`src/rtl/dm_arbiter.sv`:
```
// Data-memory arbiter: zero-fills the array after reset, then grants one
// access per cycle to m0 (CPU) or m1 (debug) with round-robin priority.
module dm_arbiter #(
  parameter int DEPTH = 3072,
  parameter int AW    = 12,
  parameter int DW    = 32
) (
  input  logic          clk,
  input  logic          reset,
  input  logic          m0_req,
  input  logic          m0_we,
  input  logic [AW-1:0] m0_addr,
  input  logic [DW-1:0] m0_wdata,
  input  logic [31:0]   m0_pc,
  output logic          m0_gnt,
  output logic          m0_rvalid,
  output logic [DW-1:0] m0_rdata,
  input  logic          m1_req,
  input  logic          m1_we,
  input  logic [AW-1:0] m1_addr,
  input  logic [DW-1:0] m1_wdata,
  input  logic [31:0]   m1_pc,
  output logic          m1_gnt,
  output logic          m1_rvalid,
  output logic [DW-1:0] m1_rdata,
  output logic          mem_we,
  output logic [AW-1:0] mem_addr,
  output logic [DW-1:0] mem_wd,
  output logic [31:0]   mem_pc,
  input  logic [DW-1:0] mem_rd,
  output logic          busy
);

  typedef enum logic {CLEAR = 1'b0, SERVE = 1'b1} state_t;

  localparam logic [AW:0]   DEPTH_L   = (AW+1)'(DEPTH);
  localparam logic [AW-1:0] LAST_ADDR = AW'(DEPTH - 1);

  state_t        state_r, next_state_s;
  logic [AW-1:0] clr_addr_r;
  logic          last_r;          // port granted most recently (0 = m0, 1 = m1)
  logic          in_range0_s, in_range1_s;

  assign in_range0_s = ({1'b0, m0_addr} < DEPTH_L);
  assign in_range1_s = ({1'b0, m1_addr} < DEPTH_L);

  // Next state, round-robin grant and memory-side mux
  always_comb begin
    next_state_s = state_r;
    m0_gnt       = 1'b0;
    m1_gnt       = 1'b0;
    mem_we       = 1'b0;
    mem_addr     = '0;
    mem_wd       = '0;
    mem_pc       = 32'h0000_0000;
    busy         = 1'b1;
    if (!reset) begin
      next_state_s = CLEAR;
    end else begin
      case (state_r)
        CLEAR: begin
          mem_we   = 1'b1;
          mem_addr = clr_addr_r;
          if (clr_addr_r == LAST_ADDR) begin
            next_state_s = SERVE;
          end else begin
            next_state_s = CLEAR;
          end
        end
        SERVE: begin
          busy = 1'b0;
          if (m0_req && m1_req) begin
            m0_gnt = last_r;
            m1_gnt = ~last_r;
          end else begin
            m0_gnt = m0_req;
            m1_gnt = m1_req;
          end
          if (m0_gnt) begin
            mem_we   = m0_we & in_range0_s;
            mem_addr = m0_addr;
            mem_wd   = m0_wdata;
            mem_pc   = m0_pc;
          end else if (m1_gnt) begin
            mem_we   = m1_we & in_range1_s;
            mem_addr = m1_addr;
            mem_wd   = m1_wdata;
            mem_pc   = m1_pc;
          end else begin
            mem_we   = 1'b0;
          end
        end
        default: begin
          next_state_s = CLEAR;
        end
      endcase
    end
  end

  // State, fill pointer, priority and registered read return
  always_ff @(posedge clk) begin
    if (!reset) begin
      state_r    <= CLEAR;
      clr_addr_r <= '0;
      last_r     <= 1'b1;
      m0_rvalid  <= 1'b0;
      m1_rvalid  <= 1'b0;
      m0_rdata   <= '0;
      m1_rdata   <= '0;
    end else begin
      state_r <= next_state_s;
      if (state_r == CLEAR) begin
        clr_addr_r <= clr_addr_r + 1'b1;
      end
      if (m0_gnt) begin
        last_r <= 1'b0;
      end else if (m1_gnt) begin
        last_r <= 1'b1;
      end
      m0_rvalid <= m0_gnt & ~m0_we;
      m1_rvalid <= m1_gnt & ~m1_we;
      // out-of-range reads return zero rather than whatever the array drives
      if (m0_gnt && !m0_we) begin
        m0_rdata <= in_range0_s ? mem_rd : '0;
      end
      if (m1_gnt && !m1_we) begin
        m1_rdata <= in_range1_s ? mem_rd : '0;
      end
    end
  end

endmodule

```
`config.mk`:
```
export PLATFORM = sky130hd
export DESIGN_NAME = dm_arbiter
export DESIGN_NICKNAME = d
export VERILOG_FILES = /design/src/rtl/dm_arbiter.sv
export SDC_FILE = /design/constraint.sdc
export NUM_CORES = 1
export LEC_CHECK = 0
export CAP_MARGIN = 40
export CORE_AREA = 2 2 132 134
export DETAILED_ROUTE_END_ITERATION = 10
export DIE_AREA = 0 0 134 136
export GPL_ROUTABILITY_DRIVEN = 0
export GPL_TIMING_DRIVEN = 0
export SLEW_MARGIN = 10
export SYNTH_ARGS = -nofsm -noshare
export SYNTH_HDL_FRONTEND = slang
export SYNTH_SLANG_ARGS = --single-unit
```
`constraint.sdc`:
```
create_clock -name clk -period 6 [get_ports clk]
set_clock_uncertainty 0.2 [all_clocks]
set_input_delay 1.8 -clock clk [delete_from_list [all_inputs] [get_ports clk]]
set_output_delay 1.8 -clock clk [all_outputs]
set_load 0.005 [all_outputs]
```
### Yosys cells after proc, flatten, opt, wreduce, memory -nomap -nowiden

Cells that the tools add are included.

* register bits after elaboration: 80
* bits in latches: 0
* memory bits (writable): 0
* ROM bits: 0
* bits of input ports: 190
* output and inout bits: 146
* word-level logic and storage cells: 59
* memories: 0

* add/sub/neg operators: 1
* multiply operators: 0
* div/mod/pow operators: 0
* magnitude comparators: 2
* equality and inequality tests: 1
* shifts and indexed selects: 0
* multiplexer cells: 34
* bitwise logic cells: 8
* reductions and logical operators: 6

Operator list (count)
* $mux W32: 10
* $mux W12: 3
* $lt A12 B12 Y1 const B: 2
* $pmux W12 S2: 1
* $mux W1: 19
* $add A12 B1 Y12 const B: 1
* $eq A12 B12 Y1 const B: 1
* $and A1 B1 Y1: 4
* $not A1 Y1: 4
* $logic_and A1 B1 Y1: 3
* $logic_not A1 Y1: 2
* $pmux W1 S2: 1
* $reduce_bool A2 Y1: 1

### Depth between registers and ports, before layout

Gate-level depths: netlist of run 1.

* word-level depth: 8
* depth in mapped cells: 6
* mapped depth without buffers: 4

### Worst setup path after synthesis of run 1

No wires, ideal clock.

* kind: input to output
* start: input reset
* end: output mem_pc[0]
* arrival: 2.707 ns
* data required time: 4.000 ns
* path slack: 1.293 ns
* stages: 6
* path buffers: 4
* cell sequence: buf_2 > and4_1 > buf_2 > buf_6 > buf_4 > a22o_1

* longest elaborated chain between the ends: 1

Ends and longest elaborated chain
* start, declared: line 9 `input logic reset,`
* $mux W32: line 57 `if (!reset) begin`
* end, declared: line 29 `output logic [31:0] mem_pc,`

No other way between the ends.

### Worst setup path after layout of run 1

* start: input reset
* end: output mem_pc[20]

The elaborated chain is that of the path after synthesis.

==> flow_summary.toml, run 1 <==
[routing]
avgViaCountPerCell = 4.97
wl_microns = 23300
drc = 0
ant_nets = 0
wl_per_cell_microns = 21.9
drt_iter0_drc = 237
dr.pass1.iters = 5
vias = 5301

[setup_path]
crit_chain = "clkdlybuf4s50_1 > buf_6 > and4_1 > buf_2 > buf_6 > buf_4 > a22o_1 > clkdlybuf4s50_1"
cp_max_fo = 10
r2r-end = "clr_addr_r[10]"
critPathLaunchType = "input pin"
slowest_stage = "clkdlybuf4s50_1"
rrSetupSlack_ns = 4.24
end_kind = "output port"
crit_path_max_incr_delay_ns = 0.55
critical_path_class = "input pin to output port"
cp_data_required_time_ns = 4.00
r2r-start = "clr_addr_r[0]"
r2r_cells = 4
arrival_ns = 3.96

[cts]
cts_buffers = 9
clk_pin_slew_worst_paths_ns = 0.06
cts_root_buf = "clkbuf_16"
cts_tree = "built"
cts_buffer_depth = 2
cts_sinks = 80
worstSkewPairLatency_ns = 0.33
htree_levels = 3

[sta]
max_freq_mhz = 168
period_share = 0.994
slew_viol_final = 0
period_needed_ns = 5.96
hold_viol_final = 0
hold_ws_ns = 0.250
fin_ws_ns = 0.0372
rsz0062_at_grt = "true"
setup_violations = 0
max-slew-margin-rel = 0.625
tightest_slew_ns = 0.562

[yosys]
ys_ff_latch = 80
syn_inst = 488
avgSynthCellArea_sq_um = 8.50
synth-seq-area-share = 0.386
netlist_area_sq_um = 4150
async_reset_ff_frac = 0
synth-edff-count = 0
synth_nets = 679
synth.distinct_cells = 44
synthFlopType = "dfxtp_1"
yosys_warnings = 0

[run]
cap_violations = 0

[global_route]
grt_max_degree = 15
antenna_found_initial = 3
track_usage = 0.241
grt_pass1_wl_microns = 32900
overflow = 0
first_global_vias = 5334

[power_and_ir_drop]
peakVddDrop_v = 0.000162
powerDensity_nw_per_um2 = 158
p_leak_nw = 3.19
fin_total_pwr_mw = 1.29

[worst_hold_path]
hp-class = "flop to flop"
holdPathStages = 2
whs_endpoint = "m1_rdata[13]"
min_from = "m1_rdata[13]"

[placed_design]
hpwl_microns = 19100
dp_slack_ns = -0.205
port_buffers = 335

[layout]
syn_to_final_growth_pct = 95.9
drive_above_1_share = 0.0631
fill_cells = 1621
nets = 1026

[floorplanning]
fp.dieH_microns = 136
rows = 48
core_sq_um = 16900
io_pins = 336
dieArea_sq_um = 18200
start_util = 0.246
die_w_microns = 134

[status]
status = "completed"
registers in the layout (all words and copies together) (netlist names):
register and cells:
m0_rdata 32, clr_addr_r 12, state_r 1, last_r 1
m1_rvalid 1, m0_rvalid 1, m1_rdata 32
critical path, delay by kind of cell:
family / cells / cell delay [ns]
simple gates: 1 / 0.19
compound gates: 1 / 0.24
buf+inv: 6 / 1.72
where the power goes:
part | internal [mW] | switching [mW] | leakage, nW
registers | 0.533 | 0.00237 | 0.645
clock network | 0.336 | 0.222 | 0.150
logic | 0.125 | 0.0692 | 2.40
total | 0.993 | 0.293 | 3.19
cells by family after synthesis:
| group | share of synthesized area |
|---|---|
| AOI/OAI and AO/OA | 0.249 |
| xor gates and xnor gates | 0.00844 |
| adders and majority gates | 0.00301 |
| buffers and inverters | 0.0730 |
| DFF | 0.386 |
| muxes | 0.0844 |
| and+or+nand+nor | 0.197 |
synthesized netlist by cell type, types with 3 or more instances:
library cell	n	area share
or3_1	3	0.0045
buf_2	16	0.019
clkbuf_1	22	0.020
buf_4	6	0.011
xor2_1	3	0.0063
dfxtp_1	80	0.39
a32oi_1	11	0.023
nand4_1	33	0.050
mux2i_1	35	0.084
nand4b_1	3	0.0063
nand3_1	3	0.0036
inv_1	4	0.0036
nor2_1	6	0.0054
o21ai_1	34	0.041
buf_6	6	0.016
nand2_1	102	0.092
a21oi_1	16	0.019
o21ai_0	12	0.014
a22o_1	64	0.14
worst max path at each step:
stage               startpoint         end  cells past startpoint
floorplan                reset   mem_pc[0]                      6
global placement        m0_req  mem_pc[11]                      7
detailed placement      m0_req  mem_pc[11]                      7
CTS                      reset  mem_pc[11]                      8
global route             reset  mem_pc[20]                      8
finish                   reset  mem_pc[20]                      8
layout make-up:
class                   instances  area, sq um  share of cell area
flip-flops and latches         80         1600               0.197
multi-input cells             351         2260               0.279
well taps                     225          282              0.0346
clock inverters                 6         67.6             0.00831
diodes                          1         2.50            0.000308
inverters                       5         18.8             0.00231
plain buffers                  52          290              0.0357
clock buffers                  10          239              0.0294
repair buffers                336         3360               0.414
timing repair:
| action | CTS | global route |
|---|---|---|
| pin swaps | 1 | 0 |
| resized for setup | 1 | 5 |
| hold buffers | 0 | 0 |
| setup buffers | 1 | 0 |
| hold endpoints to repair | 0 | 0 |
| setup endpoints to repair | 56 | 6 |
layout by cell type, fill, tap and decap left out, types with 4 or more instances in the layout:
master           Yosys  final
dfxtp_1             80     80
nand2_1            102    102
clkdlybuf4s50_1      0    334
o21ai_0             12     12
inv_1                4      4
nand4_1             33     33
mux2i_1             35     35
a32oi_1             11     11
buf_6                6      7
o21ai_1             34     34
buf_4                6      7
a22o_1              64     61
buf_2               16     15
nor2_1               6      6
a21oi_1             16     16
clkbuf_1            22     22
clkbuf_16            0      9
routing by layer:
layer / GRT usage / routed length [microns] / part of all wire
met5: 0 / 17 / 0.00073
met2: 0.413 / 11200 / 0.48
met1: 0.271 / 9020 / 0.39
met4: 0.119 / 1050 / 0.045
met3: 0.0776 / 2000 / 0.086
per-stage QoR:
stage / instances / area, sq um / util / setup TNS (ns)
after CTS: 1065 / 8100 / 0.480 / 0
after global routing: 1066 / 8130 / 0.482 / -0.0499
after floorplan: 488 / 4150 / - / 0
after global placement: 1048 / 7780 / 0.461 / -2.19
final: 1066 / 8130 / 0.482 / 0
after detailed placement: 1048 / 7780 / 0.461 / -3.68
(Power assumes the default switching activity.)
==> run 2, diff against run 1 <==
Settings changed: CTS_CLUSTER_DIAMETER set to 200, PLACE_DENSITY set to 0.63.
==> run 2 against run 1 <==
  * Combinational power barely moved
  * Final cell count increased by 0.38%
  * Sequential power about the same
  * Critical path type unchanged
  * Clock-buffer cell count up 2
  * Die area unchanged
  * Hold slack got worse by 0.0020 ns
  * Sequential share of layout area about the same
  * Worst setup slack better by 0.051 ns
  * Core utilization about the same
  * Non-clock buffer count rose by 1
==> flow_summary.toml, run 2 (synthesis results as in run 1) <==
[routing]
drc = 0
avgViaCountPerCell = 4.80
wl_per_cell_microns = 21.7
drt_iter0_drc = 302
vias = 5139
wl_microns = 23200
dr.pass1.iters = 4
ant_nets = 0

[layout]
drive_above_1_share = 0.0595
largestRegisters = "m0_rdata (32), m1_rdata (32), clr_addr_r (12)"
multi_input_area_sq_um = 2250
nets = 1027
fin_area_sq_um = 8130
regArea_sq_um = 1600
final_common_cell = "clkdlybuf4s50_1"
fin_cells = 1070
mostFrequentLayoutCells = "331 x clkdlybuf4s50_1, 102 x nand2_1, 80 x dfxtp_1, 64 x a22o_1, 35 x mux2i_1"
syn_to_final_growth_pct = 95.8
fill_cells = 1656

[power_and_ir_drop]
peakVddDrop_v = 0.000139
fin_total_pwr_mw = 1.29
p_leak_nw = 3.22
powerDensity_nw_per_um2 = 159

[setup_path]
slowest_stage = "clkdlybuf4s50_1"
crit_path_max_incr_delay_ns = 0.66
critPathLaunchType = "input pin"
crit_top_cell = "clkdlybuf4s50_1"
arrival_ns = 3.91
critical_path_class = "input pin to output port"
crit_chain = "clkdlybuf4s50_1 > and4_1 > buf_2 > buf_6 > buf_4 > a22o_1 > clkdlybuf4s50_1"
end_kind = "output port"
cp_max_fo = 10
cp_data_required_time_ns = 4.00

[placed_design]
hpwl_microns = 18800
port_buffers = 335
dpl.cell_count = 1048
place_area_sq_um = 7780

[cts]
htree_levels = 3
cts_buffers = 9
worstSkewPairLatency_ns = 0.33
cts_tree = "built"
cts_sinks = 80
cts_root_buf = "clkbuf_16"
clk_pin_slew_worst_paths_ns = 0.06
cts_buffer_depth = 2

[floorplanning]
dieArea_sq_um = 18200
start_util = 0.246
core_sq_um = 16900
io_pins = 336
fp.dieH_microns = 136
rows = 48
die_w_microns = 134

[global_route]
overflow = 0
first_global_vias = 4958
grt_use_met2 = 0.395
grt_pass1_wl_microns = 32300
antenna_found_initial = 5
grt_max_degree = 14
busiest_layer = "met2"
grtUsageMet3 = 0.100
track_usage = 0.240
met1_usage = 0.271

[sta]
max_freq_mhz = 169
period_share = 0.985
max-slew-margin-rel = 0.584
tightest_slew_ns = 0.624
setup_violations = 0
slew_viol_final = 0
hold_ws_ns = 0.248
tns_ns = 0
period_needed_ns = 5.91
rsz0062_at_grt = "false"
hold_viol_final = 0

[run]
cap_violations = 0

[status]
status = "completed"

[worst_hold_path]
hp-class = "flop to flop"
-- run 2: cell types whose count changed in the layout (fill, tap and decap cells not counted), sizes merged --
cell,delta
diode,+3
clkdlybuf4s50,-3
dlymetal6s2s,+1
buf,+1
clkinv,-2
clkbuf,+2
dlygate4sd2,+2
-- run 2: path summary, 6_finish.rpt --
| path | from | end | slack [ns] | depth (start not counted) |
|---|---|---|---|---|
| worst min register to register | m1_rdata[4] | m1_rdata[4] | 0.25 | 2 |
| worst max register to register | last_r | m1_rdata[30] | 4.21 | 7 |
| worst max-delay path | m0_req | mem_pc[13] | 0.09 | 7 |
| worst min-delay path | m1_rdata[4] | m1_rdata[4] | 0.25 | 2 |
-- run 2: metrics by stage --
| stage | util | setup WS, ns |
|---|---|---|
| 6_report | 0.482 | 0.0887 |
| 5_1_grt | 0.481 | 0.0221 |
| 4_1_cts | 0.480 | 0.0809 |
| 3_5_place_dp | 0.461 | -0.213 |
| 3_3_place_gp | 0.461 | -0.221 |
| 2_1_floorplan | - | 1.29 |
-- run 2: what timing repair did --
item	in CTS	in global routing
endpoints found under the hold margin	0	0
setup buffers	2	0
hold buffers	0	0
pin swaps	1	0
resized for setup	3	3
endpoints found under the setup margin	62	3
-- run 2: layout make-up --
cell class,instances,area share
repair buffers,337,0.415
multi-input cells,351,0.276
flip-flops and latches,80,0.197
plain buffers,52,0.0357
well taps,225,0.0346
clock buffers,12,0.0316
clock inverters,4,0.00631
inverters,5,0.00231
diodes,4,0.00123
-- run 2: metal layers --
layer | wire (microns) | vias up
met3 | 2430 | 37
met5 | 13 | -
li1 | - | 2502
met4 | 944 | 2
met1 | 9110 | 2379
met2 | 10700 | 219
-- run 2: critical path: cells and delay by family --
family | cells | cell delay (ns)
AOI/OAI and AO/OA | 1 | 0.18
buffers and inverters | 5 | 1.70
and+or+nand+nor | 1 | 0.23
-- run 2: report_power, final --
group / switching, mW / leakage (nW) / internal (mW) / total (mW)
clock network: 0.220 / 0.149 / 0.346 / 0.566
registers: 0.00226 / 0.645 / 0.533 / 0.535
logic: 0.0674 / 2.43 / 0.125 / 0.192
